--- src/rtl/irq_pkg.sv ---
// Shared types and default parameters for the interrupt dispatch unit.
// Imported by irq_dispatch_unit; holds the FSM state type.
package irq_pkg;

  typedef enum logic [1:0] {
    IDLE,
    REQ,
    SERVICE
  } irq_disp_state_t;

  localparam int IRQ_N_DEFAULT           = 8;
  localparam int IRQ_ACK_TIMEOUT_DEFAULT = 16;

endpackage

--- src/rtl/irq_dispatch_unit.sv ---
// CPU-side responder for a fixed-priority interrupt controller.
// Latches the winning ID, offers it to the CPU over req/ack, tracks
// the in-service line until EOI and pulses a clear back to the source.
// Ports:
//   clk, rst_n            clock, async active-low reset
//   irq_valid, irq_id     controller winner
//   cpu_irq, cpu_vector   request to CPU (vector stable while irq=1)
//   cpu_ack               CPU accepts request (pulse)
//   cpu_eoi, cpu_eoi_id   end-of-interrupt strobe and ID
//   irq_clear             one-hot, one-cycle source clear pulse
//   in_service            one-hot in-service line (mask feedback)
//   timeout_err           pulse: request dropped without ack
//   spurious_eoi          pulse: EOI not matching in-service ID
// All outputs are registered.
module irq_dispatch_unit
  import irq_pkg::*;
#(
  parameter int N           = IRQ_N_DEFAULT,
  parameter int ACK_TIMEOUT = IRQ_ACK_TIMEOUT_DEFAULT,
  localparam int IDW        = $clog2(N)
) (
  input  logic           clk,
  input  logic           rst_n,
  input  logic           irq_valid,
  input  logic [IDW-1:0] irq_id,
  output logic           cpu_irq,
  output logic [IDW-1:0] cpu_vector,
  input  logic           cpu_ack,
  input  logic           cpu_eoi,
  input  logic [IDW-1:0] cpu_eoi_id,
  output logic [N-1:0]   irq_clear,
  output logic [N-1:0]   in_service,
  output logic           timeout_err,
  output logic           spurious_eoi
);

  localparam int TW = $clog2(ACK_TIMEOUT);
  localparam logic [TW-1:0] TMAX = TW'(ACK_TIMEOUT - 1);
  localparam logic [IDW:0] N_L = (IDW + 1)'(N);
  localparam logic [N-1:0] ONE = {{(N - 1){1'b0}}, 1'b1};

  irq_disp_state_t state_q;
  logic [TW-1:0]   timer_q;
  logic [IDW-1:0]  vec_q;
  logic            cpu_irq_q;
  logic [N-1:0]    irq_clear_q;
  logic [N-1:0]    in_service_q;
  logic            timeout_q;
  logic            spurious_q;

  logic            id_ok;
  logic [N-1:0]    id_oh;
  logic [N-1:0]    vec_oh;
  logic            accept;
  logic            eoi_hit;

  // IDs past the last line (non power-of-2 N) count as no request.
  assign id_ok   = {1'b0, irq_id} < N_L;
  assign id_oh   = id_ok ? (ONE << irq_id) : '0;
  assign vec_oh  = ONE << vec_q;
  assign accept  = irq_valid && id_ok &&
                   ((in_service_q & id_oh) == '0);
  assign eoi_hit = cpu_eoi && (cpu_eoi_id == vec_q);

  always_ff @(posedge clk or negedge rst_n) begin
    if (!rst_n) begin
      state_q      <= IDLE;
      timer_q      <= '0;
      vec_q        <= '0;
      cpu_irq_q    <= 1'b0;
      irq_clear_q  <= '0;
      in_service_q <= '0;
      timeout_q    <= 1'b0;
      spurious_q   <= 1'b0;
    end else begin
      irq_clear_q <= '0;
      timeout_q   <= 1'b0;
      spurious_q  <= 1'b0;
      unique case (state_q)
        IDLE: begin
          spurious_q <= cpu_eoi;
          if (accept) begin
            vec_q     <= irq_id;
            timer_q   <= '0;
            cpu_irq_q <= 1'b1;
            state_q   <= REQ;
          end
        end
        REQ: begin
          spurious_q <= cpu_eoi;
          // Ack is checked first so it beats a same-cycle timeout.
          if (cpu_ack) begin
            cpu_irq_q    <= 1'b0;
            in_service_q <= vec_oh;
            irq_clear_q  <= vec_oh;
            state_q      <= SERVICE;
          end else if (timer_q == TMAX) begin
            cpu_irq_q <= 1'b0;
            timeout_q <= 1'b1;
            state_q   <= IDLE;
          end else begin
            timer_q <= timer_q + TW'(1);
          end
        end
        SERVICE: begin
          if (eoi_hit) begin
            in_service_q <= '0;
            state_q      <= IDLE;
          end else if (cpu_eoi) begin
            spurious_q <= 1'b1;
          end
        end
        default: state_q <= IDLE;
      endcase
    end
  end

  assign cpu_irq      = cpu_irq_q;
  assign cpu_vector   = vec_q;
  assign irq_clear    = irq_clear_q;
  assign in_service   = in_service_q;
  assign timeout_err  = timeout_q;
  assign spurious_eoi = spurious_q;

  a_insvc_onehot: assert property (
    @(posedge clk) disable iff (!rst_n)
    $onehot0(in_service_q));

  a_clear_single: assert property (
    @(posedge clk) disable iff (!rst_n)
    (irq_clear_q != '0) |=> (irq_clear_q == '0));

endmodule

--- config.mk ---
export PLATFORM = sky130hd
export DESIGN_NAME = irq_dispatch_unit
export DESIGN_NICKNAME = d
export VERILOG_FILES = /design/src/rtl/irq_pkg.sv /design/src/rtl/irq_dispatch_unit.sv
export SDC_FILE = /design/constraint.sdc
export NUM_CORES = 1
export LEC_CHECK = 0
export BUFFER_PORTS_ARGS = -buffer_cell sky130_fd_sc_hd__buf_4
export CAP_MARGIN = 25
export CORE_MARGIN = 5
export CORE_UTILIZATION = 25
export DETAILED_ROUTE_END_ITERATION = 8
export PLACE_DENSITY_LB_ADDON = 0.05
export REMOVE_ABC_BUFFERS = 1
export SLEW_MARGIN = 20
export SYNTH_ARGS = -nofsm -noshare
export SYNTH_HDL_FRONTEND = slang
export SYNTH_SLANG_ARGS = --single-unit
--- constraint.sdc ---
create_clock -name clk -period 1.62 [get_ports clk]
set_input_delay 0.324 -clock clk [delete_from_list [all_inputs] [get_ports clk]]
set_output_delay 0.324 -clock clk [all_outputs]
set_load 0.02 [all_outputs]
==> results_tabular.tex <==
\begin{tabular}{lr}
\hline
Metric & Value \\
\hline
\multicolumn{2}{l}{\textbf{Outcome}} \\
Status & complete, no violations \\
\multicolumn{2}{l}{\textbf{STA}} \\
Fin. max-slew vios & 0 \\
Worst clock skew & between 2 and 2.5 ps \\
Setup-violating endpoint count in the final report & 0 \\
Unrepaired setup endpoints after global routing & no \\
Peak clock frequency supported by timing & about 650 MHz \\
Sum of negative setup slack & 0 ps \\
Final Hold Fails & 0 \\
Post-route clock period utilization & 95.40\% \\
Final critical-path setup slack & $\sim$75 ps \\
Transition time of the tightest slew-check pin & 394.6 ps \\
Slew Limit Headroom & approximately 74\% \\
Shortest period the worst path allows & between 1500 and 2000 ps \\
\multicolumn{2}{l}{\textbf{Worst setup path}} \\
Maximum fanout along the worst path & 8 \\
Setup crit end kind & flop \\
CP Class & flop to flop \\
Register-to-register path setup slack & $\sim$75 ps \\
Worst endpoint required time & 1790 ps \\
Crit path launch type & flop \\
Crit path arrival time & 1720 ps \\
\multicolumn{2}{l}{\textbf{Detailed routing}} \\
Via count & approximately 900 \\
Average wire length per cell after detail routing & 14.25 um \\
Post-detailed-route count of antenna-violating nets & 0 \\
Length of the first detailed-routing pass in iterations & 4 \\
Post-route DRC & 0 \\
Iter 0 DRT Violations & 41 \\
Via density & 4.371 \\
Final routed wirelength across all metal layers & $\sim$2.9 mm \\
\multicolumn{2}{l}{\textbf{Synthesis}} \\
Netlist Area Pre-Place & $\sim$0.0012 mm\^{}2 \\
Leading post-synthesis cells by cell area & sky130\_fd\_sc\_hd\_\_dfrtp\_1 (58\%), sky130\_fd\_sc\_hd\_\_a21o\_1 (5.0\%), sky130\_fd\_sc\_hd\_\_mux2\_4 (3.7\%) \\
Most repeated cell in the gate-level netlist after synthesis & sky130\_fd\_sc\_hd\_\_dfrtp\_1 \\
Synth Area per Inst & 12.62 um\^{}2 \\
Synthesis-stage register bit count & 28 \\
Share of the yosys chip area belonging to registers & approximately 58\% \\
Synth top cells by count & sky130\_fd\_sc\_hd\_\_dfrtp\_1 (28), sky130\_fd\_sc\_hd\_\_a21o\_1 (8), sky130\_fd\_sc\_hd\_\_nand2\_1 (6), sky130\_fd\_sc\_hd\_\_nor2\_1 (6), sky130\_fd\_sc\_hd\_\_nor3\_1 (6) \\
Cell taking the most area after synthesis & sky130\_fd\_sc\_hd\_\_dfrtp\_1 \\
Post-synth top area share & 57.85\% \\
Number of enable flip-flop cells after synthesis & 0 \\
Main synth FF type & sky130\_fd\_sc\_hd\_\_dfrtp\_1 \\
Cell count after synthesis & 96 \\
Yosys warning count & 0 \\
Library cells used by synthesis & 34 \\
Async set or reset register ratio after synthesis & between 90\% and 100\% \\
\multicolumn{2}{l}{\textbf{Hold path}} \\
Type of the tightest min-delay check & input pin to flop \\
\multicolumn{2}{l}{\textbf{Clocking}} \\
TritonCTS Sinks & 28 \\
Number of buffers added by the clock tree synthesis step & 3 \\
CTS H-tree depth & 1 \\
Root buffer selected by CTS & sky130\_fd\_sc\_hd\_\_clkbuf\_8 \\
Buffers from clock root to sink, at most & 2 \\
Worst-skew pair later-pin latency & $\sim$270 ps \\
TritonCTS clock tree & built \\
CTS clk-pin slew, worst paths & approximately 90 ps \\
\multicolumn{2}{l}{\textbf{Global route}} \\
Initial antenna violation count & 0 \\
Pin count of the biggest net entering global routing & 29 \\
GRT Total Usage & 9.755\% \\
Number of global-route vias before repair & 894 \\
First-pass GRT wire length & 4.692 mm \\
Remaining global-route overflow & 0 \\
\multicolumn{2}{l}{\textbf{Floorplanning}} \\
Rows & 25 \\
Overall die width & between 70 and 80 um \\
Number of primary I/O pins & 33 \\
Initial Utilization & 25.64\% \\
Core area & 0.004723 mm\^{}2 \\
Die height & between 70 and 80 um \\
Area of the die & 0.006337 mm\^{}2 \\
\multicolumn{2}{l}{\textbf{Power and ir drop}} \\
Cell-internal power & between 1.5 and 2 mW \\
Maximum ir drop on the vdd rail & between 0.0006 and 0.0007 V \\
PD cells & roughly 1700 mW/mm\^{}2 \\
Clock share of power & 15.3\% \\
Combinational share of power & around 46\% \\
Share of total power consumed by net switching & between 30\% and 40\% \\
Lkg Pwr & $\sim$0.85 nW \\
Overall power of the completed layout & between 2 and 3 mW \\
NetSw & about 1.1 mW \\
Sequential share of power & 39.1\% \\
\multicolumn{2}{l}{\textbf{Placement}} \\
IO Port Bufs & 32 \\
Detailed Place HPWL & 2.184 mm \\
Worst Setup Slack post-DPL & -82.69 ps \\
Number of instances in the placed design & between 150 and 200 \\
Gpl congestion & between 0.7 and 0.8 \\
\multicolumn{2}{l}{\textbf{Job}} \\
Max-cap violation count & 0 \\
\multicolumn{2}{l}{\textbf{Final layout}} \\
Diodes inserted & 0 \\
\# fillers & about 490 \\
Number of non-filler instances in the completed layout & just over 200 \\
Layout cell share with drive strength beyond 1 & between 30\% and 40\% \\
Synthesis-to-finish area growth & 34.50\% \\
Nets & 148 \\
\hline
\end{tabular}
[final cells by class]
class / instances / area, um^2 / share of cell area (%)
repair buffers: 37 / 284.0 / 17.43
multi-input cells: 63 / 494.2 / 30.34
well taps: 67 / 83.83 / 5.146
inverters: 3 / 11.26 / 0.6912
clock buffers: 4 / 55.05 / 3.379
flip-flops and latches: 28 / 700.7 / 43.01
[stage by stage]
step                      utilization, %  area, um^2  hold WS (ps)
after floorplan                        -        1195         28.41
after global placement             32.79        1549         267.0
after detailed placement           32.79        1549         272.5
after CTS                          34.17        1614         249.2
after global routing               34.49        1629         250.7
final                              34.49        1629         256.6
[registers in the layout, summed over array words and instances, names as in the netlist]
name and flops:
cpu_irq 1, cpu_vector 3, in_service 8, irq_clear 8, spurious_eoi 1, state_q 2, timeout_err 1, timer_q 4
[timing repair]
action / CTS / global route
endpoints found under the hold margin: 28 / 0
hold buffers: 1 / 0
gates resized for setup: 0 / 3
endpoints found under the setup margin: 0 / 10
buffers inserted: 0 / 0
[per-layer routing]
metal  vias to the layer above  routed length [um]  track usage, %  share of wire (%)
li1                        418                   -               -                  -
met2                        22                1267           14.11                 44
met4                         0                  23           3.608               0.80
met3                         2                 197           2.370                6.8
met5                         -                   0               0                  0
met1                       441                1389           13.95                 48
[cells by family (layout without fill, tap and decap cells)]
group           Yosys count  after routing  synth area share, %
flops                    28             28                57.85
xor+xnor                  3              3                2.170
mux                       8              8                8.884
compound gates           19             19                12.60
simple gates             32             32                15.19
fa+ha+maj                 1              1                1.033
buf+inv                   5             44                2.272
[critical path, cell delays in order (launching register included)]
cell and delay, ps:
sky130_fd_sc_hd__dfrtp_1 410, sky130_fd_sc_hd__xor2_1 180, sky130_fd_sc_hd__nor4b_2 430, sky130_fd_sc_hd__a31oi_4 210, sky130_fd_sc_hd__a21o_1 220
[placed cells by master (no fill, tap or decap), drive strengths merged, types with 2 or more instances in the layout]
cell type,Yosys,layout
buf,1,36
dfrtp,28,28
a21o,9,9
nand2,6,6
nor3,6,6
nor2,6,6
mux2i,4,4
clkbuf,1,4
xor2,3,3
inv,3,3
nand2b,3,3
mux2,3,3
nand3,3,3
nor4,2,2
[power by group through the flow]
| stage | logic [mW] | clock network, mW | registers [mW] |
|---|---|---|---|
| finish | 1.28 | 0.429 | 1.10 |
| global route | 1.39 | 0.481 | 1.13 |
| CTS | 1.28 | 0.449 | 1.09 |
| detailed placement | 1.27 | 0 | 1.11 |
| global placement | 1.25 | 0 | 1.12 |
| floorplan | 0.535 | 0 | 1.30 |
[worst paths after layout]
check	startpoint	endpoint	cells past startpoint
max	cpu_vector[2]	in_service[3]	4
min	cpu_ack	timeout_err	2
max reg2reg	cpu_vector[2]	in_service[3]	4
min reg2reg	in_service[4]	in_service[4]	1
max in group asynchronous	rst_n	cpu_vector[1]	2
min in group asynchronous	rst_n	irq_clear[2]	2
No activity file was read; power rests on OpenSTA's default activity.
